[config.mk]
export PLATFORM = sky130hd
export DESIGN_NAME = fifo_lfsr_reader
export DESIGN_NICKNAME = d
export VERILOG_FILES = /design/src/rtl/fifo_lfsr_reader.sv
export SDC_FILE = /design/constraint.sdc
export NUM_CORES = 1
export LEC_CHECK = 0
export ABC_AREA = 1
export BUFFER_PORTS_ARGS = -buffer_cell sky130_fd_sc_hd__buf_2
export CAP_MARGIN = 20
export CORE_MARGIN = 2
export CORE_UTILIZATION = 30
export DETAILED_ROUTE_END_ITERATION = 8
export HOLD_SLACK_MARGIN = 0.15
export PLACE_DENSITY = 0.47
export SYNTH_ARGS = -nofsm -noshare
export SYNTH_HDL_FRONTEND = slang
export SYNTH_SLANG_ARGS = --single-unit
export TNS_END_PERCENT = 30
[constraint.sdc]
create_clock -name clk200 -period 2.47 [get_ports clk200]
set_input_delay 0 -clock clk200 [delete_from_list [all_inputs] [get_ports clk200]]
set_output_delay 0 -clock clk200 [all_outputs]
set_load 0.01 [all_outputs]
[src/rtl/fifo_lfsr_reader.sv]
// Read-side FIFO traffic checker: drains a FIFO holding a Galois LFSR sequence
// and compares every word against a locally regenerated copy.
//
// state | meaning
// IDLE  | waiting for start after reset
// RUN   | issuing reads and comparing
// TAIL  | normal mode only: final registered word still to compare
// DONE  | results held until the next start
module fifo_lfsr_reader #(
  parameter int                DATA_W    = 16,
  parameter string             FWFT_MODE = "FALSE",
  parameter logic [DATA_W-1:0] SEED      = 'h0001,
  parameter logic [DATA_W-1:0] TAPS      = 'hB400,
  parameter int                CNT_W     = 32
) (
  input  logic              clk200,
  input  logic              nrst,
  input  logic              start,
  input  logic [CNT_W-1:0]  num_words,
  input  logic              throttle,
  input  logic              empty,
  output logic              r_req,
  input  logic [DATA_W-1:0] r_data,
  output logic              busy,
  output logic              done,
  output logic              pass,
  output logic [CNT_W-1:0]  rd_cnt,
  output logic [CNT_W-1:0]  err_cnt,
  output logic [CNT_W-1:0]  first_err_idx,
  output logic [DATA_W-1:0] first_err_exp,
  output logic [DATA_W-1:0] first_err_got
);

  localparam bit FWFT = (FWFT_MODE == "TRUE");
  localparam logic [DATA_W-1:0] SEED_EFF = (SEED == '0) ? DATA_W'(1) : SEED;

  typedef enum logic [1:0] {IDLE, RUN, TAIL, DONE} state_t;

  state_t            state;
  logic [CNT_W-1:0]  nw_q;
  logic [CNT_W-1:0]  issued;
  logic [DATA_W-1:0] exp_q;
  logic              rvalid;

  logic              cmp_en;
  logic              mismatch;
  logic              last_issue;
  logic [CNT_W-1:0]  err_next;

  function automatic logic [DATA_W-1:0] lfsr_step(input logic [DATA_W-1:0] x);
    return x[0] ? ((x >> 1) ^ TAPS) : (x >> 1);
  endfunction

  // Read request depends only on state, flags and counters, never on r_data.
  assign r_req = nrst && (state == RUN) && !empty && throttle && (issued < nw_q);

  always_comb begin
    cmp_en     = 1'b0;
    mismatch   = 1'b0;
    err_next   = err_cnt;
    last_issue = r_req && ((issued + CNT_W'(1)) == nw_q);
    if (FWFT) cmp_en = r_req;
    else      cmp_en = rvalid && ((state == RUN) || (state == TAIL));
    mismatch = cmp_en && (r_data != exp_q);
    if (mismatch && (err_cnt != '1)) err_next = err_cnt + CNT_W'(1);
  end

  always_ff @(posedge clk200) begin
    if (!nrst) begin
      state         <= IDLE;
      busy          <= 1'b0;
      done          <= 1'b0;
      pass          <= 1'b0;
      rd_cnt        <= '0;
      err_cnt       <= '0;
      first_err_idx <= '0;
      first_err_exp <= '0;
      first_err_got <= '0;
      exp_q         <= SEED_EFF;
      nw_q          <= '0;
      issued        <= '0;
      rvalid        <= 1'b0;
    end else begin
      rvalid <= FWFT ? 1'b0 : r_req;
      if (r_req) issued <= issued + CNT_W'(1);
      if (cmp_en) begin
        err_cnt <= err_next;
        if (mismatch && (err_cnt == '0)) begin
          first_err_idx <= rd_cnt;
          first_err_exp <= exp_q;
          first_err_got <= r_data;
        end
        rd_cnt <= rd_cnt + CNT_W'(1);
        exp_q  <= lfsr_step(exp_q);
      end

      case (state)
        IDLE, DONE: begin
          if (start) begin
            rd_cnt        <= '0;
            err_cnt       <= '0;
            first_err_idx <= '0;
            first_err_exp <= '0;
            first_err_got <= '0;
            exp_q         <= SEED_EFF;
            issued        <= '0;
            nw_q          <= num_words;
            if (num_words != '0) begin
              state <= RUN;
              busy  <= 1'b1;
              done  <= 1'b0;
              pass  <= 1'b0;
            end else begin
              state <= DONE;
              busy  <= 1'b0;
              done  <= 1'b1;
              pass  <= 1'b1;
            end
          end
        end
        RUN: begin
          if (last_issue) begin
            if (FWFT) begin
              state <= DONE;
              busy  <= 1'b0;
              done  <= 1'b1;
              pass  <= (err_next == '0);
            end else begin
              state <= TAIL;
            end
          end
        end
        TAIL: begin
          state <= DONE;
          busy  <= 1'b0;
          done  <= 1'b1;
          pass  <= (err_next == '0);
        end
        default: state <= IDLE;
      endcase
    end
  end

endmodule
==> metrics.txt, run 1 <==
ANT nets after route 0; vias in the first global route 11,800; Final WS setup 0.0351 ns; syn nets 1,872; via count 12,500; Stages on worst setup path 14; final net count ~2,200; Synth Warn # 0; CTS clk-pin slew, worst paths 0.06 ns; clk sink count ~210; most frequent CP cell nor2_4; GRT Overall Usage 18.9%; layout cells sized above 1 24.5%; initial core utilization a little under a third; RSZ-0062 raised after global routing true; DRC 0; PwrDens 696 nW/um2; hold slack 0.249 ns; Slew @ Worst Pin 0.634 ns; Placement Cell Area 14,200 um2; crit path kind register to register; status complete, no violations; max cap viols 0; area of the multi-input gates slightly below 7000 um2; Final Hold Violating Endpoints 0; worst-path cell chain ha_4 -> nor2_4 -> buf_6 -> nand2_4 -> nor2_4 -> nand2_2 -> inv_2 -> nand3_4 -> nor3_4 -> nand4_2 -> nor2_4 -> nand2_2 -> or3_1 -> a21oi_1; largest net degree at the start of global routing 82; Critical Path End Type register; Mean Syn Cell Area about 6.7 um2; clk_skew slightly above 0.01 ns; synthesized area 11,900 um2; Synth cell types 42; Setup-failing EPs final 0; CP arrival just under 3 ns; # fillers 4,100; H-tree levels 1; Worst Reg2Reg Path Length in Cells 14; EDFF count, synth 0; met1 WL just under 20,000 um; Final GP Congestion 0.871; Clk Latency, worst-skew pair 0.55 ns; Routed met2 length 18,000 um; Vert. Die Dim between 200 and 250 um; sequential element share of the synthesized area 36.1%; achievable frequency slightly above 400 MHz; Worst path top cell family by delay simple AND/OR/NAND/NOR gates; total die area 41,200 um2; Vias per Instance 4.65; core footprint 38,800 um2; Max FO, Critical Path 4; initial drt markers 704; Synth Instances between 1,500 and 2,000; first-pass GRT wire length 63,000 um; Slowest cell on crit path dfxtp_2; Slew Limit Headroom 57.3%; post-route minimum period 2.43 ns; number of core rows 72; Synth Flop Type dfxtp_1; CP startpoint kind register; crit path buf inv count 2; # diodes 0; LEAKAGE 7.34 nW; Initial DRT Pass Iterations 5; IR drop worst, VDD 0.568 mV; detailed placement HPWL 29,300 um; Fin Setup TNS 0 ns; root buffer cell clkbuf_16; peak per-stage delay on the critical path ~0.34 ns; pre-CTS WS -0.0698 ns; highest metal used met4; fin crit share 98.6%; wire length per cell 14.9 um; post-synthesis register bit count approximately 210; Min-Delay Path Class input pin to register; fin area 16,600 um2; register area 4320 um2; I/O pins 185; WHS Path Cells 6; drt total wl 40,100 um; port bufs 184; max-slew violation count 0; asr flop ratio synth 0%; WP data required 2.96 ns; CTS Buf Count 28; area growth from synthesis to layout 39.9%; Die W 203 um; GR Overflow Total 0; Max Root-Sink Buffers 3; met3 WL 2080 um; initial antenna violation count 0; CTS tree built
-- final timing paths --
kind,start,endpoint,slack (ns)
hold reg to reg,first_err_idx[11],first_err_idx[11],0.44
setup / recovery,state[1],rd_cnt[25],0.04
hold / removal,throttle,issued[28],0.25
setup reg to reg,state[1],rd_cnt[25],0.04
-- synth_stat cells, types with 3 or more instances --
master | n | area, um2
nand2_1 | 403 | 1510
inv_1 | 264 | 991
dfxtp_1 | 214 | 4280
a21oi_1 | 181 | 906
o21ai_0 | 168 | 841
nor2_1 | 161 | 604
nand3_1 | 62 | 310
clkbuf_1 | 54 | 203
xor2_1 | 49 | 429
ha_1 | 39 | 488
a211oi_1 | 34 | 255
nor3_1 | 30 | 150
nand4_1 | 23 | 144
nor4_1 | 18 | 113
o21ai_1 | 11 | 55.1
o21ai_2 | 10 | 87.6
nor2_2 | 8 | 50.1
nand2_2 | 5 | 31.3
o21a_1 | 5 | 37.5
buf_6 | 4 | 45.0
clkinv_1 | 4 | 15.0
nor2_4 | 4 | 45.0
buf_2 | 3 | 15.0
nor3b_1 | 3 | 22.5
-- logic make-up after synthesis --
logic type	share of synthesized area, %
AOI/OAI and AO/OA	18.9
xor gates and xnor gates	4.01
adders and majority gates	4.11
buffers and inverters	11.0
DFF	36.1
and+or+nand+nor	25.9
-- metrics by stage --
| step | cells | utilization, % | total power [mW] |
|---|---|---|---|
| floorplan | 1780 | - | 5.99 |
| global placement | 2544 | 36.6 | 7.07 |
| detailed placement | 2544 | 36.6 | 7.09 |
| CTS | 2670 | 41.0 | 11.4 |
| global route | 2690 | 42.8 | 12.4 |
| finish | 2690 | 42.8 | 11.6 |
-- metal layers --
layer	vias up	global-route usage, %
met4	0	4.38
li1	6516	-
met2	277	30.8
met3	41	2.84
met5	-	0
met1	5670	26.1
-- what timing repair did --
| item | CTS | global route |
|---|---|---|
| pin swaps | 1 | 31 |
| hold endpoints to repair | 84 | 0 |
| setup endpoints to repair | 5 | 76 |
| resized for setup | 8 | 144 |
| cloned | 0 | 4 |
| hold buffers | 75 | 0 |
| setup buffers | 1 | 16 |
-- sequential cells by signal (all words and copies together) (netlist names) --
name	cells
state	2
done	1
rvalid	1
issued	32
exp_q	16
rd_cnt	32
pass	1
first_err_got	16
err_cnt	32
first_err_exp	16
nw_q	32
busy	1
first_err_idx	32
-- where the power goes --
part / internal [mW] / total, mW / switching (mW)
logic: 1.35 / 3.49 / 2.14
clock network: 2.49 / 4.11 / 1.62
registers: 3.78 / 3.97 / 0.194
-- worst register-to-register path, stage by stage, from the launching register on --
cell and delay [ns]:
dfxtp_2 0.34, ha_4 0.25, nor2_4 0.17, buf_6 0.13, nand2_4 0.05, nor2_4 0.11, nand2_2 0.07, inv_2 0.09
nand3_4 0.09, nor3_4 0.22, nand4_2 0.14, nor2_4 0.16, nand2_2 0.07, or3_1 0.32, a21oi_1 0.16
-- layout make-up --
type                            count  share of cell area (%)
Inverter                          270                    6.10
Multi-Input combinational cell   1231                    40.8
Sequential cell                   214                    26.0
Tap cell                          518                    3.90
Clock buffer                       38                    4.87
Timing Repair Buffer              407                    17.6
Clock inverter                     12                   0.731
-- cell usage in the layout, fill, tap and decap left out, types with 25 or more instances in the layout --
cell type	count
dfxtp_1	191
clkbuf_16	31
nand3_1	59
nor3_1	25
buf_2	183
a21oi_1	175
inv_1	260
o21ai_0	159
nand2_1	384
xor2_1	48
a211oi_1	33
nor2_1	132
dlygate4sd3_1	75
nor2_2	29
ha_1	29
buf_4	132
Note: power is estimated with default switching activity, not from simulation.
==> run 2: changes to the inputs <==
--- a/constraint.sdc
+++ b/constraint.sdc
@@ -3,2 +3,2 @@
 set_output_delay 0 -clock clk200 [all_outputs]
-set_load 0.01 [all_outputs]
+set_load 0.1 [all_outputs]
==> metrics.txt, run 2 (synthesis results as in run 1) <==
drt total wl 40,200 um (was 40,100 um); Vert. Die Dim 203 um (unchanged); DRC 0 (unchanged); Max FO, Critical Path 4 (unchanged); Slew Limit Headroom 62.4% (was 57.3%); Reg2Reg Setup Slack 0.09 ns (was 0.04 ns); Placement Cell Area 14,100 um2 (was 14,200 um2); core footprint 38,800 um2 (unchanged); CTS tree built (unchanged); worst setup path end r_req (was rd_cnt[25]); initial drt markers 608 (was 704); initial core utilization 30.6% (unchanged); hold slack 0.311 ns (was 0.249 ns); Die W 203 um (unchanged); Critical Path End Type primary output (was register); detailed placement HPWL 28,900 um (was 29,300 um); met1 WL 19,500 um (was 19,400 um); utilization after layout 43.0% (was 42.8%); status complete, no violations (unchanged); met3 WL 2070 um (was 2080 um); initial antenna violation count 0 (unchanged); vias in the first global route 11,600 (was 11,800); area growth from synthesis to layout 40.5% (was 39.9%); Min-Delay Path Class input pin to register (unchanged); final net count 2,223 (was 2,244); max cap viols 0 (unchanged); number of core rows 72 (unchanged); CTS clk-pin slew, worst paths 0.06 ns (about the same); LEAKAGE 7.28 nW (was 7.34 nW); Slew @ Worst Pin 0.558 ns (was 0.634 ns); commonest non-fill, non-tap cell in the layout nand2_1 (unchanged); most frequent cells in the layout nand2_1 (377), inv_1 (250), buf_2 (183) (was nand2_1 (384), inv_1 (260), dfxtp_1 (191)); Reg-to-Reg Start err_cnt[0] (was state[1]); Routed met2 length 17,900 um (was 18,000 um); CP arrival 2.38 ns (was 2.92 ns); layout cells sized above 1 26.9% (was 24.5%); GR Overflow Total 0 (unchanged); Initial DRT Pass Iterations 5 (unchanged); IR drop worst, VDD 0.443 mV (was 0.568 mV); Setup-failing EPs final 0 (unchanged); I/O pins 185 (unchanged); fin crit share 96.3% (was 98.6%); CP startpoint kind register (unchanged); via count 12,500 (about the same); WP data required 2.47 ns (was 2.96 ns); Clk Latency, worst-skew pair 0.55 ns (about the same); r2r endpoint pass (was rd_cnt[25]); GRT Overall Usage 18.8% (was 18.9%); final cell count without fillers 2,669 (was 2,690); Max Root-Sink Buffers 3 (unchanged); first-pass GRT wire length 62,600 um (was 63,000 um); CP startpoint issued[11] (was state[1]); achievable frequency 420 MHz (was 411 MHz); wire length per cell 15.1 um (was 14.9 um); ANT nets after route 0 (unchanged); CTS Buf Count 27 (was 28); Final Hold Violating Endpoints 0 (unchanged); max-slew violation count 0 (unchanged); clk sink count 214 (unchanged); largest net degree at the start of global routing 97 (was 82); post-route minimum period 2.38 ns (was 2.43 ns); # diodes 0 (unchanged); RSZ-0062 raised after global routing true (unchanged); Post-Place Cells 2,521 (was 2,544); root buffer cell clkbuf_16 (unchanged); Vias per Instance 4.70 (was 4.65); H-tree levels 1 (unchanged); total die area 41,200 um2 (unchanged); Final GP Congestion 0.902 (was 0.871); clk_skew 0.00894 ns (was 0.0101 ns); fin area 16,700 um2 (was 16,600 um2); port bufs 184 (unchanged); Worst Reg2Reg Path Length in Cells 18 (was 14); PwrDens 739 nW/um2 (was 696 nW/um2); highest metal used met4 (unchanged); crit path kind register to primary output (was register to register)
run 2: changes by cell type in the layout (fill, tap and decap cells not counted), sizes merged:
cell | previous run | this run
buf | 330 | 314
bufinv | 2 | 4
clkbuf | 40 | 43
clkinv | 11 | 7
clkinvlp | 3 | 1
dlygate4sd3 | 75 | 69
inv | 266 | 268
run 2: how the worst min path moves through the flow:
stage | from | endpoint | slack [ns] | cells after the start
global route | r_data[6] | first_err_got[6] | 0.34 | 4
floorplan | num_words[0] | nw_q[0] | 0.17 | 2
detailed placement | num_words[12] | nw_q[12] | 0.30 | 3
global placement | num_words[12] | nw_q[12] | 0.29 | 3
CTS | num_words[14] | nw_q[14] | 0.27 | 4
finish | r_data[5] | first_err_got[5] | 0.31 | 4
run 2: cell type report:
cell class              count  area, um2
clock buffers              39        791
clock inverters            10        156
fillers                  4013      22100
inverters                 270       1020
multi-input cells        1231       6870
flip-flops and latches    214       4380
well taps                 518        648
repair buffers            387       2810
run 2: metal layers:
| layer | vias to the layer above | global-route usage, % |
|---|---|---|
| met2 | 287 | 30.3 |
| met1 | 5721 | 26.3 |
| met5 | - | 0 |
| met4 | 0 | 4.51 |
| met3 | 56 | 2.66 |
| li1 | 6477 | - |
run 2: critical path, stage by stage, from the launching register on:
cell	delay [ns]
dfxtp_2	0.33
buf_4	0.15
ha_4	0.26
nand2_1	0.05
inv_2	0.06
nand3_1	0.09
a31oi_2	0.21
nor2_2	0.07
nand2_2	0.09
nand3_2	0.07
nand2_2	0.11
nor2_4	0.04
buf_6	0.13
buf_12	0.16
run 2: power breakdown:
part	internal (mW)	total, mW	switching, mW	leakage [nW]
clock	2.63	4.24	1.61	0.466
sequential	3.78	3.99	0.213	1.76
combinational	1.38	4.09	2.71	5.05
run 2: per-stage QoR:
| stage | TNS [ns] | power (mW) | setup WS (ns) |
|---|---|---|---|
| after global routing | -0.196 | 13.1 | -0.0830 |
| final | 0 | 12.3 | 0.0905 |
| after detailed placement | -0.0374 | 7.57 | -0.0374 |
| after global placement | -0.0444 | 7.57 | -0.0444 |
| after CTS | -0.000325 | 12.1 | -0.000325 |
| after floorplan | -0.294 | 6.52 | -0.294 |
run 2: timing repair:
item | CTS | global route
setup buffers | 6 | 18
resized for setup | 27 | 174
pin swaps | 9 | 53
cloned | 0 | 6
hold endpoints to repair | 81 | 0
setup endpoints to repair | 2 | 50
hold buffers | 69 | 0
==> run 3: changes to the inputs <==
ABC_AREA = not set   (was 1)
BUFFER_PORTS_ARGS = -buffer_cell sky130_fd_sc_hd__clkbuf_2   (was -buffer_cell sky130_fd_sc_hd__buf_2)
PLACE_DENSITY = 0.53   (was 0.47)
==> metrics.txt, run 3 <==
via count 11,400 (was 12,500); LEAKAGE 6.93 nW (was 7.28 nW); r2r endpoint state[0] (was pass); syn nets 1,508 (was 1,872); most frequent cells in the layout nand2_1 (290), buf_4 (236), clkbuf_2 (183) (was nand2_1 (377), inv_1 (250), buf_2 (183)); Slew Limit Headroom 57.3% (was 62.4%); first-pass GRT wire length 59,600 um (was 62,600 um); Worst Reg2Reg Path Length in Cells 14 (was 18); I/O pins 185 (unchanged); commonest non-fill, non-tap cell in the layout nand2_1 (unchanged); Die W 196 um (was 203 um); H-tree levels 1 (unchanged); CTS clk-pin slew, worst paths 0.06 ns (about the same); CP startpoint kind register (unchanged); fin crit share 112% (was 96.3%); WHS Path Cells 4 (unchanged); Clk Latency, worst-skew pair 0.56 ns (was 0.55 ns); Synth Flop Type dfxtp_1 (unchanged); Initial DRT Pass Iterations 7 (was 5); Synth Instances 1,416 (was 1,780); max cap viols 0 (unchanged); CTS Buf Count 26 (was 27); initial drt markers 505 (was 608); Final Hold Violating Endpoints 0 (unchanged); GRT Overall Usage 19.1% (was 18.8%); Post-Place Cells 2,223 (was 2,521); max-slew violation count 0 (unchanged); Min-Delay Path Class input pin to register (unchanged); utilization after layout 46.4% (was 43.0%); layout cells sized above 1 35.2% (was 26.9%); largest cells by area after synthesis dfxtp_1 (39%), nand2_1 (9.9%), xnor2_1 (7.1%) (was dfxtp_1 (36%), nand2_1 (13%), inv_1 (8.3%)); most common cell in the netlist nand2_1 (unchanged); EDFF count, synth 0 (unchanged); Setup-failing EPs final 25 (was 0); initial antenna violation count 0 (unchanged); worst setup path end state[0] (was r_req); core footprint 36,500 um2 (was 38,800 um2); detailed placement HPWL 26,600 um (was 28,900 um); synthesized area 11,100 um2 (was 11,900 um2); vias in the first global route 11,400 (was 11,600); Placement Cell Area 14,300 um2 (was 14,100 um2); CP arrival 3.27 ns (was 2.38 ns); most common library cells after synthesis nand2_1 (293), dfxtp_1 (214), a21oi_1 (115), nor2_1 (113), xnor2_1 (90) (was nand2_1 (403), inv_1 (264), dfxtp_1 (214), a21oi_1 (181), o21ai_0 (168)); Final WS setup -0.300 ns (was 0.0905 ns); post-route minimum period 2.77 ns (was 2.38 ns); Mean Syn Cell Area 7.82 um2 (was 6.67 um2); clk sink count 214 (unchanged); sequential element share of the synthesized area 38.7% (was 36.1%); Vert. Die Dim 196 um (was 203 um); GR Overflow Total 0 (unchanged); clk_skew 0.0139 ns (was 0.00894 ns); Max Root-Sink Buffers 3 (unchanged); Fin Setup TNS -4.38 ns (was 0 ns); IR drop worst, VDD 0.456 mV (was 0.443 mV); Critical Path End Type register (was primary output); hold slack 0.262 ns (was 0.311 ns); initial core utilization 30.3% (was 30.6%); Reg-to-Reg Start nw_q[25] (was err_cnt[0]); number of core rows 70 (was 72); port bufs 184 (unchanged); Slew @ Worst Pin 0.634 ns (was 0.558 ns); WP data required 2.97 ns (was 2.47 ns); achievable frequency 361 MHz (was 420 MHz); Synth cell types 72 (was 42); violated checks setup timing; fin area 16,900 um2 (was 16,700 um2); Vias per Instance 4.83 (was 4.70); drt total wl 37,600 um (was 40,200 um); total power 10.5 mW (was 12.3 mW); Synth Warn # 0 (unchanged); final net count 1,972 (was 2,223); post-synth top area cell dfxtp_1 (unchanged); wire length per cell 15.9 um (was 15.1 um); asr flop ratio synth 0% (unchanged); area growth from synthesis to layout 53.0% (was 40.5%); DRC 0 (unchanged); PwrDens 620 nW/um2 (was 739 nW/um2); final cell count without fillers 2,368 (was 2,669); status finished with violations (was complete, no violations); root buffer cell clkbuf_16 (unchanged); Reg2Reg Setup Slack -0.30 ns (was 0.09 ns); total die area 38,500 um2 (was 41,200 um2); RSZ-0062 raised after global routing true (unchanged); Final GP Congestion 0.871 (was 0.902); Synth top area share 38.7% (was 36.1%); largest net degree at the start of global routing 65 (was 97); # diodes 0 (unchanged); crit path kind register to register (was register to primary output); CP startpoint nw_q[25] (was issued[11]); Max FO, Critical Path 3 (was 4); ANT nets after route 0 (unchanged); CTS tree built (unchanged); pre-CTS WS -0.349 ns (was -0.0374 ns); post-synthesis register bit count 214 (unchanged)
-- run 3: area by class of cell --
| cell class | count | area, um2 |
|---|---|---|
| sequential | 214 | 4420 |
| fill | 3576 | 19600 |
| clock inverter | 14 | 133 |
| tap | 468 | 586 |
| inverter | 48 | 184 |
| multi-input combinational | 1070 | 7030 |
| timing repair buffer | 520 | 3850 |
| clock buffer | 34 | 751 |
-- run 3: worst min path at each step --
| stage | endpoint | slack (ns) | startpoint |
|---|---|---|---|
| after floorplan | nw_q[21] | 0.14 | num_words[21] |
| after global placement | nw_q[27] | 0.25 | num_words[27] |
| after detailed placement | nw_q[25] | 0.26 | num_words[25] |
| after CTS | first_err_got[3] | 0.23 | r_data[3] |
| after global routing | first_err_got[2] | 0.26 | r_data[2] |
| final | first_err_got[3] | 0.26 | r_data[3] |
-- run 3: worst max-delay path, cell delays in order (launching register included) --
cell	delay, ns
dfxtp_2	0.33
inv_2	0.04
ha_4	0.25
a21oi_2	0.15
o21ai_2	0.09
buf_4	0.15
a41oi_4	0.22
nor2_2	0.07
a21o_1	0.17
a31o_4	0.23
buf_6	0.12
buf_6	0.11
o41a_1	0.44
a21oi_2	0.16
o221a_2	0.19
-- run 3: repair_timing --
action,CTS,global route
gates cloned,1,2
gates resized for setup,97,58
hold buffers,81,0
setup endpoints to repair,48,68
endpoints found under the hold margin,55,0
buffers inserted,9,7
pin swaps,48,37
-- run 3: cell families (layout without fill, tap and decap cells) --
group | count (synthesis) | in the layout | synth area share [%]
compound gates | 239 | 239 | 13.2
xor+xnor | 144 | 144 | 11.4
fa+ha+maj | 39 | 39 | 4.40
buf+inv | 132 | 616 | 4.80
flops | 214 | 214 | 38.7
mux | 3 | 3 | 0.282
simple gates | 645 | 645 | 27.3
-- run 3: metal layers --
layer	wire, um	up-vias	track usage, %
li1	-	5752	-
met4	1090	0	5.56
met1	16700	5394	24.2
met2	18100	236	33.3
met3	1670	65	3.34
met5	0	-	0
-- run 3: power breakdown --
part           leakage, nW  internal (mW)  switching (mW)
Clock                0.446           2.26            1.64
Sequential            1.77           3.60           0.107
Combinational         4.71           1.22            1.68
